==> config.mk <==
export PLATFORM = sky130hd
export DESIGN_NAME = voice_allocator
export DESIGN_NICKNAME = d
export VERILOG_FILES = /design/src/rtl/midi_pkg.sv /design/src/rtl/voice_allocator_pkg.sv /design/src/rtl/voice_lru_tracker.sv /design/src/rtl/voice_allocator.sv
export SDC_FILE = /design/constraint.sdc
export NUM_CORES = 1
export LEC_CHECK = 0
export ABC_AREA = 1
export CAP_MARGIN = 0
export CORE_ASPECT_RATIO = 1.4
export CORE_MARGIN = 8
export CORE_UTILIZATION = 38
export CTS_CLUSTER_DIAMETER = 30
export DETAILED_ROUTE_END_ITERATION = 12
export PLACE_DENSITY = 0.68
export SYNTH_ARGS = -nofsm -noshare
export SYNTH_HDL_FRONTEND = slang
export SYNTH_SLANG_ARGS = --single-unit
==> constraint.sdc <==
create_clock -name clock_50_000_000 -period 10.7 [get_ports clock_50_000_000]
set_clock_uncertainty 0.05 [all_clocks]
set_input_delay 1.605 -clock clock_50_000_000 [delete_from_list [all_inputs] [get_ports clock_50_000_000]]
set_output_delay 1.605 -clock clock_50_000_000 [all_outputs]
set_load 0.05 [all_outputs]
==> src/rtl/midi_pkg.sv <==
`default_nettype none
// +----------------------------------------------------------------------------+
// | Package    : MIDI                                                          |
// | Description: Decoded MIDI message types shared by the synth control path.  |
// | Revision   : 1.0                                                           |
// +----------------------------------------------------------------------------+
package MIDI;

    typedef enum logic [2:0] {
        NOTE_OFF         = 3'd0,
        NOTE_ON          = 3'd1,
        POLY_PRESSURE    = 3'd2,
        CONTROL_CHANGE   = 3'd3,
        PROGRAM_CHANGE   = 3'd4,
        CHANNEL_PRESSURE = 3'd5,
        PITCH_BEND       = 3'd6,
        SYSTEM           = 3'd7
    } message_type_t;

    typedef struct packed {
        message_type_t message_type;
        logic [3:0]    channel;
        logic [6:0]    data1;
        logic [6:0]    data2;
    } message_t;

    localparam logic [6:0] MODULATION = 7'd1;
    localparam logic [6:0] VOLUME     = 7'd7;

endpackage : MIDI
`default_nettype wire

==> src/rtl/voice_allocator_pkg.sv <==
`default_nettype none
// +----------------------------------------------------------------------------+
// | Package    : voice_allocator_pkg                                           |
// | Description: Voice slot record, allocator actions and message decoding.    |
// | Revision   : 1.0                                                           |
// +----------------------------------------------------------------------------+
package voice_allocator_pkg;
    import MIDI::*;

    localparam int         VOICES_DEFAULT = 8;
    localparam logic [6:0] ALL_NOTES_OFF  = 7'd123;

    typedef struct packed {
        logic [6:0] note;
        logic [6:0] velocity;
        logic       gate;
    } voice_t;

    typedef enum logic [1:0] {
        ACT_NONE     = 2'd0,
        ACT_ALLOCATE = 2'd1,
        ACT_RELEASE  = 2'd2,
        ACT_ALL_OFF  = 2'd3
    } action_t;

    // A NOTE_ON with zero velocity is treated as a release.
    function automatic action_t decode_action(input logic          valid,
                                              input message_type_t kind,
                                              input logic [6:0]    data1,
                                              input logic [6:0]    data2);
        action_t action;
        action = ACT_NONE;
        if (valid) begin
            case (kind)
                NOTE_ON:        action = (data2 != 7'd0) ? ACT_ALLOCATE : ACT_RELEASE;
                NOTE_OFF:       action = ACT_RELEASE;
                CONTROL_CHANGE: if (data1 == ALL_NOTES_OFF) action = ACT_ALL_OFF;
                default:        action = ACT_NONE;
            endcase
        end
        return action;
    endfunction

endpackage : voice_allocator_pkg
`default_nettype wire

==> src/rtl/voice_lru_tracker.sv <==
`default_nettype none
// +----------------------------------------------------------------------------+
// | Module     : voice_lru_tracker                                             |
// | Description: Per-voice allocation age; touched voice becomes youngest.     |
// | Revision   : 1.0                                                           |
// +----------------------------------------------------------------------------+
module voice_lru_tracker #(
    parameter int VOICES = 8,
    parameter int AGE_W  = $clog2(VOICES)
) (
    input  logic                           clock_50_000_000,
    input  logic                           reset_l,
    input  logic                           touch,
    input  logic [AGE_W-1:0]               touch_index,
    output logic [VOICES-1:0][AGE_W-1:0]   age
);

    logic [AGE_W-1:0] r_age [VOICES];
    logic [AGE_W-1:0] w_old_age;

    assign w_old_age = r_age[touch_index];

    // Only voices younger than the touched one shift, so ages stay a permutation.
    for (genvar g = 0; g < VOICES; g++) begin : g_age
        always_ff @(posedge clock_50_000_000 or negedge reset_l) begin
            if (!reset_l) begin
                r_age[g] <= AGE_W'(g);
            end else if (touch) begin
                if (touch_index == AGE_W'(g)) begin
                    r_age[g] <= '0;
                end else if (r_age[g] < w_old_age) begin
                    r_age[g] <= r_age[g] + AGE_W'(1);
                end
            end
        end

        assign age[g] = r_age[g];
    end

endmodule : voice_lru_tracker
`default_nettype wire

==> src/rtl/voice_allocator.sv <==
`default_nettype none
// +----------------------------------------------------------------------------+
// | Module     : voice_allocator                                               |
// | Description: Assigns NOTE_ON/NOTE_OFF to voice slots with LRU stealing.    |
// | Revision   : 1.0                                                           |
// +----------------------------------------------------------------------------+
module voice_allocator
    import MIDI::*;
    import voice_allocator_pkg::*;
#(
    parameter int VOICES = VOICES_DEFAULT,
    parameter int AGE_W  = $clog2(VOICES)
) (
    input  logic                        clock_50_000_000,
    input  logic                        reset_l,
    input  message_t                    message,
    input  logic                        message_valid,
    input  logic [VOICES-1:0]           voice_idle,
    output logic [VOICES-1:0][6:0]      voice_note,
    output logic [VOICES-1:0][6:0]      voice_velocity,
    output logic [VOICES-1:0]           voice_gate,
    output logic [VOICES-1:0]           voice_trigger,
    output logic                        voice_stolen
);

    action_t                        w_action;
    logic                           w_allocate;
    logic [VOICES-1:0]              w_gate_vec;
    logic [VOICES-1:0]              w_note_hit;
    logic [VOICES-1:0]              w_held_match;
    logic [VOICES-1:0]              w_free_mask;
    logic [VOICES-1:0][AGE_W-1:0]   w_age;
    logic [AGE_W:0]                 w_pick_retrig;
    logic [AGE_W:0]                 w_pick_free;
    logic [AGE_W:0]                 w_pick_release;
    logic [AGE_W:0]                 w_pick_steal;
    logic [AGE_W-1:0]               w_chosen;
    logic                           w_steal;
    logic                           r_stolen;
    logic                           w_unused_channel;

    // Returns {found, index}; lowest set index wins.
    function automatic logic [AGE_W:0] pick_lowest(input logic [VOICES-1:0] mask);
        logic [AGE_W:0] result;
        result = '0;
        for (int i = VOICES - 1; i >= 0; i--) begin
            if (mask[i]) result = {1'b1, AGE_W'(i)};
        end
        return result;
    endfunction

    // Returns {found, index} of the oldest masked voice; ties resolve to lowest index.
    function automatic logic [AGE_W:0] pick_oldest(input logic [VOICES-1:0]            mask,
                                                   input logic [VOICES-1:0][AGE_W-1:0] ages);
        logic [AGE_W:0]   result;
        logic [AGE_W-1:0] best;
        result = '0;
        best   = '0;
        for (int i = 0; i < VOICES; i++) begin
            if (mask[i] && (!result[AGE_W] || ages[i] > best)) begin
                result = {1'b1, AGE_W'(i)};
                best   = ages[i];
            end
        end
        return result;
    endfunction

    assign w_unused_channel = ^message.channel;

    assign w_action   = decode_action(message_valid, message.message_type,
                                      message.data1, message.data2);
    assign w_allocate = (w_action == ACT_ALLOCATE);

    assign w_held_match = w_gate_vec & w_note_hit;
    assign w_free_mask  = ~w_gate_vec & voice_idle;

    always_comb begin
        w_pick_retrig  = pick_lowest(w_held_match);
        w_pick_free    = pick_lowest(w_free_mask);
        w_pick_release = pick_oldest(~w_gate_vec, w_age);
        w_pick_steal   = pick_oldest(w_gate_vec, w_age);
        w_chosen       = '0;
        w_steal        = 1'b0;
        if (w_pick_retrig[AGE_W]) begin
            w_chosen = w_pick_retrig[AGE_W-1:0];
        end else if (w_pick_free[AGE_W]) begin
            w_chosen = w_pick_free[AGE_W-1:0];
        end else if (w_pick_release[AGE_W]) begin
            w_chosen = w_pick_release[AGE_W-1:0];
        end else if (w_pick_steal[AGE_W]) begin
            w_chosen = w_pick_steal[AGE_W-1:0];
            w_steal  = 1'b1;
        end
    end

    voice_lru_tracker #(
        .VOICES (VOICES),
        .AGE_W  (AGE_W)
    ) u_lru (
        .clock_50_000_000 (clock_50_000_000),
        .reset_l          (reset_l),
        .touch            (w_allocate),
        .touch_index      (w_chosen),
        .age              (w_age)
    );

    for (genvar g = 0; g < VOICES; g++) begin : g_voice
        voice_t r_state;
        logic   r_trigger;
        logic   w_pick;
        logic   w_release;

        assign w_pick    = w_allocate && (w_chosen == AGE_W'(g));
        assign w_release = (w_action == ACT_ALL_OFF) ||
                           ((w_action == ACT_RELEASE) && w_held_match[g]);

        always_ff @(posedge clock_50_000_000 or negedge reset_l) begin
            if (!reset_l) begin
                r_state   <= '0;
                r_trigger <= 1'b0;
            end else begin
                r_trigger <= w_pick;
                if (w_pick) begin
                    r_state <= '{note: message.data1, velocity: message.data2, gate: 1'b1};
                end else if (w_release) begin
                    r_state.gate <= 1'b0;
                end
            end
        end

        assign w_gate_vec[g]     = r_state.gate;
        assign w_note_hit[g]     = (r_state.note == message.data1);
        assign voice_note[g]     = r_state.note;
        assign voice_velocity[g] = r_state.velocity;
        assign voice_gate[g]     = r_state.gate;
        assign voice_trigger[g]  = r_trigger;
    end

    always_ff @(posedge clock_50_000_000 or negedge reset_l) begin
        if (!reset_l) begin
            r_stolen <= 1'b0;
        end else begin
            r_stolen <= w_allocate && w_steal;
        end
    end

    assign voice_stolen = r_stolen;

endmodule : voice_allocator
`default_nettype wire

After elaboration in Yosys (flattened, before gate mapping)
Index checks and enable logic that the tools add are counted.

word-level totals
  bits in registers = 153
  bits of input ports = 32
  output and inout port bits = 129
  logic and storage cells = 284

operators by class
  add/sub/neg operators = 8
  $lt $le $gt $ge = 23
  equality and inequality tests = 21
  multiplexer cells = 93
  bitwise logic cells = 4
  reductions and logical operators = 94

operators with widths
  kind                 count
  $mux 4               32
  $mux 3               36
  $eq 7x7->1           8
  $gt 3x3->1           14
  $reduce_bool 2->1    16
  $logic_and 1x1->1    31
  $add 3x1->3 const B  8
  $lt 3x3->1           8
  $logic_or 1x1->1     22
  $mux 1               20
  $and 8x8->8          2
  $reduce_and 2->1     8
  $logic_not 1->1      14
  $eq 3x3->1 const B   4
  $bmux 3 s3           1
  $eq 3x2->1 const B   3
  $not 8->8            1
  $eq 7x7->1 const B   1
  $reduce_bool 7->1    1
  $eq 3x1->1 const B   2
  $logic_not 3->1      2
  $mux 2               3
  $pmux 2 s3           1
  $eq 2x2->1 const B   2
  other kinds (3)      3

Depth between registers and ports, before layout
  depth in word-level cells = 40
  depth in mapped cells = 79
  gate-level depth less buffers = 77

Hierarchy
A second synthesis with hierarchy kept.

second synthesis, totals
  cell total of the unflattened synthesis = 1531
  area, all modules = 10696.5 µm²

by module, submodules not included
  module             times used  cells each  area an instance (µm²)  sequential area each (µm²)
  voice_allocator    1           1227        8629.5                  3228.1
  voice_lru_tracker  1           304         2067.0                  615.6

Least setup slack after synthesis
Ideal clock, no wire load.

  kind = reg2reg
  from = register g_voice[0].r_state, in the netlist voice_gate[0]
  to = register u_lru.r_age, in the netlist u_lru.age[11]
  setup time = 0.117 ns
  arrival time = 9.182 ns
  data required time = 10.533 ns
  setup slack = 1.352 ns
  stages on the path, launching flop included = 73
  path buffers = 2
  period minus slack after synthesis = 9.348 ns
  cell sequence = dfrtp_1 > buf_4 > nand2_1 > ha_1 > nand3_1 > nand2_1 > nand2_1 > a21oi_1 > inv_1 > o21ai_0 > ha_1 > a21oi_1 > nand2_1 > nand2_1 > nand2_1 > nand2_1 > o21ai_0 > ha_1 > [37 not listed] > nand3_1 > nand2_4 > nand2_4 > buf_6 > nor2_4 > inv_2 > or2_2 > o21a_1 > o221ai_1 > nand2_1 > nand2_1 > ha_1 > nand2_1 > inv_2 > nand2_2 > nand2_1 > nand3_1 > nand2_1

on the way
  cells in the longest elaborated chain, start to end = 40
  elaborated cells between the ends (all ways) = 104
  those cells by class = order compare (15); eq/ne (1); mux (40); bitwise (4); reduce/logical (44)

ends and longest elaborated chain
  what                                                          line                     source
  from (decl)                                                   voice_allocator.sv:108   voice_t r_state;
  from (signal assigned)                                        voice_allocator.sv:124   r_state <= '{note: message.data1, velocity: message.data2, gate: 1'b1};
  $mux 3, or another cell as far along                          voice_allocator.sv:60    if (mask[i] && (!result[AGE_W] || ages[i] > best)) begin
  $gt 3x3->1, or another cell as far along                      voice_allocator.sv:60
  $logic_or 1x1->1, or another cell as far along                voice_allocator.sv:60
  $logic_and 1x1->1 / $logic_or 1x1->1 (equally long branches)  voice_allocator.sv:60
  $mux 3, or another cell as far along                          voice_allocator.sv:60
  $gt 3x3->1, or another cell as far along                      voice_allocator.sv:60
  $logic_or 1x1->1, or another cell as far along                voice_allocator.sv:60
  $logic_and 1x1->1 / $logic_or 1x1->1 (equally long branches)  voice_allocator.sv:60
  [23 not listed]                                               -
  $mux 3                                                        voice_allocator.sv:86    end else if (w_pick_free[AGE_W]) begin
  $mux 3 (*)                                                    voice_allocator.sv:84    if (w_pick_retrig[AGE_W]) begin
  $not 3->4 (not written as such)                               voice_lru_tracker.sv:21  assign w_old_age = r_age[touch_index];
  $bmux 3 s3                                                    voice_lru_tracker.sv:21
  $mux 3 (not written as such) (2 in series)                    voice_lru_tracker.sv:21
  $lt 3x3->1                                                    voice_lru_tracker.sv:31  end else if (r_age[g] < w_old_age) begin
  $reduce_bool 2->1 (no source line)                            -
  $reduce_and 2->1 (no source line)                             -
  to (signal, indexed assignment)                               voice_lru_tracker.sv:27  r_age[g] <= AGE_W'(g);
  to (signal, indexed assignment)                               voice_lru_tracker.sv:32  r_age[g] <= r_age[g] + AGE_W'(1);
  to (decl)                                                     voice_lru_tracker.sv:18  logic [AGE_W-1:0] r_age [VOICES];

Mark *: on every way between the ends. The rest lies on a longest branch, timed or not. The select of a mux whose other input is x is not followed.
A chain may end at the register's enable or synchronous reset.

Worst setup path after layout
  from = register g_voice[0].r_state, in the netlist voice_gate[0]
  to = register u_lru.r_age, in the netlist u_lru.age[4]

The elaborated chain is that of the path after synthesis.

==> qor.txt <==
First-pass GRT wire length - 47200 um
Worst Hold Class - flop to flop
DP Cell Count - 1678
Clock-pin slew on the worst setup and hold paths - 60 ps
Max Cap Viol - 0
Clk sinks - 153
Post-Route Utilization - 0.477
Global Route Usage Sum - 0.195
Std-Cell Rows - 69
Relative slew margins - 0.329
Initial antenna violation count - 0
CP required - 10960 ps
Final non-filler cell total - 1713
Initial Util - 0.384
Mapped Avg Cell Area - 7.76 um2
Final Cycle Share - 0.917
Via count - 8874
DP HPWL - 22600 um
Drt via density - 5.18
R2R depth - 73
Drt drc - 0
CP Capture Type - flop
CTS root buf - clkbuf_16
Pin count of the biggest net entering global routing - 80
I/O Buffers - 156
Reg2reg end - u_lru.age[4]
Clock Path Buffers - 2
Fillers - 2477
Die Y - 204 um
Syn_nets - 1332
Critical path endpoint - u_lru.age[4]
Worst path arrival time - 10070 ps
Final ANT Viol Nets - 0
Distinct cells, synth - 47
CP startpoint - voice_gate[0]
Die width - 151 um
Worst-Margin Slew - 1010 ps
Sequential share of the synthesized area - 0.399
Synth Instances - 1242
Setup ws final - 889 ps
CTS tree - done
Post-layout min period - 9810 ps
Reg-to-reg startpoint - voice_gate[0]
Total routed wirelength - 29700 um
Setup crit start kind - flop
Number of global-route vias before repair - 8881
Register bit total from synthesis - 153
RePlAce Congestion - 0.938
Die area - 0.0308 mm2
Final Hold Fails - 0
Final hold slack - 434 ps
# hold bufs at CTS - 0
Routed len/inst - 17.4 um
Clock Latency Late Sink - 430 ps
Worst-path maximum fanout - 12
Layout Nets - 1473
Outcome - completed
Ant diodes - 0
Setup slack, reg-to-reg - 890 ps
Drt first pass iters - 6
FMAX - 0.102 GHz
Most common cell on crit path - nand2_1
Ys Warns - 0
Area added between synthesis and finish - 24.4%
Endpoints failing setup - 0
Number of DRC markers in iteration 0 - 497
Total congestion overflow - 0
Worst slack at placement - 283 ps
Layout cells sized above 1 - 0.127
Core area - 0.0251 mm2
Kind of critical path - flop to flop
H-tree levels - 4
Mapped Area - 0.00964 mm2
Final Slew Violations - 0
Slowest cell on the critical path - dfrtp_2
Max incr delay on CP - 460 ps
Number of I/O pins - 161
CTS Buf Count - 17
worst max-delay path: cells and delay by family (launching register included):
family | cells | cell delay [ps]
and+or+nand+nor | 46 | 4160
adders and majority gates | 8 | 2510
AOI/OAI and AO/OA | 15 | 2080
DFF | 1 | 460
buffers and inverters | 4 | 370
through the flow:
step,instance area [um2],TNS [ps]
4_1_cts,11900,0
3_3_place_gp,11300,0
2_1_floorplan,9640,0
5_1_grt,12000,-1530
6_report,12000,0
3_5_place_dp,11300,0
synth_stat cells (all sizes together):
cell type / number / area share
nand2: 395 / 0.16
o21ai: 183 / 0.099
dfrtp: 141 / 0.37
inv: 118 / 0.047
nand3: 90 / 0.050
nor2: 77 / 0.043
ha: 58 / 0.075
buf: 42 / 0.033
nand4: 27 / 0.018
a21oi: 25 / 0.013
xor2: 22 / 0.020
dfstp: 12 / 0.033
xnor2: 8 / 0.0073
nor3: 7 / 0.0036
or2: 6 / 0.0039
nand3b: 5 / 0.0039
o22ai: 4 / 0.0040
a31oi: 3 / 0.0019
nor4: 3 / 0.0019
o211ai: 3 / 0.0029
and3: 2 / 0.0013
nor4b: 2 / 0.0018
o21a: 2 / 0.0016
o221ai: 2 / 0.0018
a41oi: 1 / 0.00091
clkbuf: 1 / 0.00039
clkinv: 1 / 0.00039
o311ai: 1 / 0.00091
o31ai: 1 / 0.00078
metal layers:
metal / vias up / GRT usage / part of all wire / wire length [um]
met5: - / 0 / 0 / 0
met1: 4237 / 0.214 / 0.39 / 11500
met3: 45 / 0.0530 / 0.064 / 1910
met2: 225 / 0.350 / 0.52 / 15600
li1: 4367 / - / - / -
met4: 0 / 0.0730 / 0.025 / 752
area by class of cell:
class | instances | area [um2] | area share
Timing Repair Buffer | 165 | 1630 | 0.136
Inverter | 119 | 454 | 0.0379
Clock buffer | 22 | 474 | 0.0395
Sequential cell | 153 | 3850 | 0.321
Tap cell | 319 | 399 | 0.0333
Multi-Input combinational cell | 927 | 5060 | 0.422
Clock inverter | 8 | 119 | 0.00991
repair_timing:
action / 4_1_cts / 5_1_grt
setup endpoints to repair: 0 / 131
buffers inserted: 0 / 5
resized for setup: 0 / 36
worst min path at each step:
stage / start / endpoint / slack [ps] / cells past startpoint
after detailed placement: voice_velocity[30] / voice_velocity[30] / 420 / 2
after global placement: voice_velocity[29] / voice_velocity[29] / 420 / 2
after global routing: voice_velocity[26] / voice_velocity[26] / 450 / 2
final: voice_velocity[36] / voice_velocity[36] / 430 / 2
after floorplan: u_lru.age[15] / u_lru.age[15] / 420 / 2
after CTS: voice_velocity[30] / voice_velocity[30] / 440 / 2
cells by family (layout without fill, tap and decap cells):
| family | after synthesis | after routing | share of synthesized area |
|---|---|---|---|
| AOI/OAI and AO/OA | 225 | 225 | 0.127 |
| xor gates and xnor gates | 30 | 30 | 0.0273 |
| DFF | 153 | 153 | 0.399 |
| adders and majority gates | 58 | 58 | 0.0753 |
| buffers and inverters | 162 | 314 | 0.0804 |
| and+or+nand+nor | 614 | 614 | 0.291 |
registers in the layout, summed over array words and instances (netlist names):
name / count
voice_velocity: 56
voice_note: 56
u_lru.age: 24
g_voice.r_trigger: 8
voice_stolen: 1
voice_gate: 8
placed cells by master, fill, tap and decap left out, drive strengths merged:
master	instances
xor2	22
nand3b	5
o211ai	3
a21oi	25
o22ai	4
inv	119
a41oi	1
o311ai	1
bufinv	3
dfstp	12
clkbuf	22
nand4	27
and3	2
nor3	7
o31ai	1
o21ai	183
nor4	3
a31oi	3
clkdlybuf4s50	155
or2	6
ha	58
xnor2	8
o221ai	2
nand3	90
o21a	2
buf	10
clkinv	5
nor4b	2
nor2	77
nand2	395
dfrtp	141
Power is not shown: default switching activity piles up to over one toggle a cycle in this logic, so the estimate is an artifact.
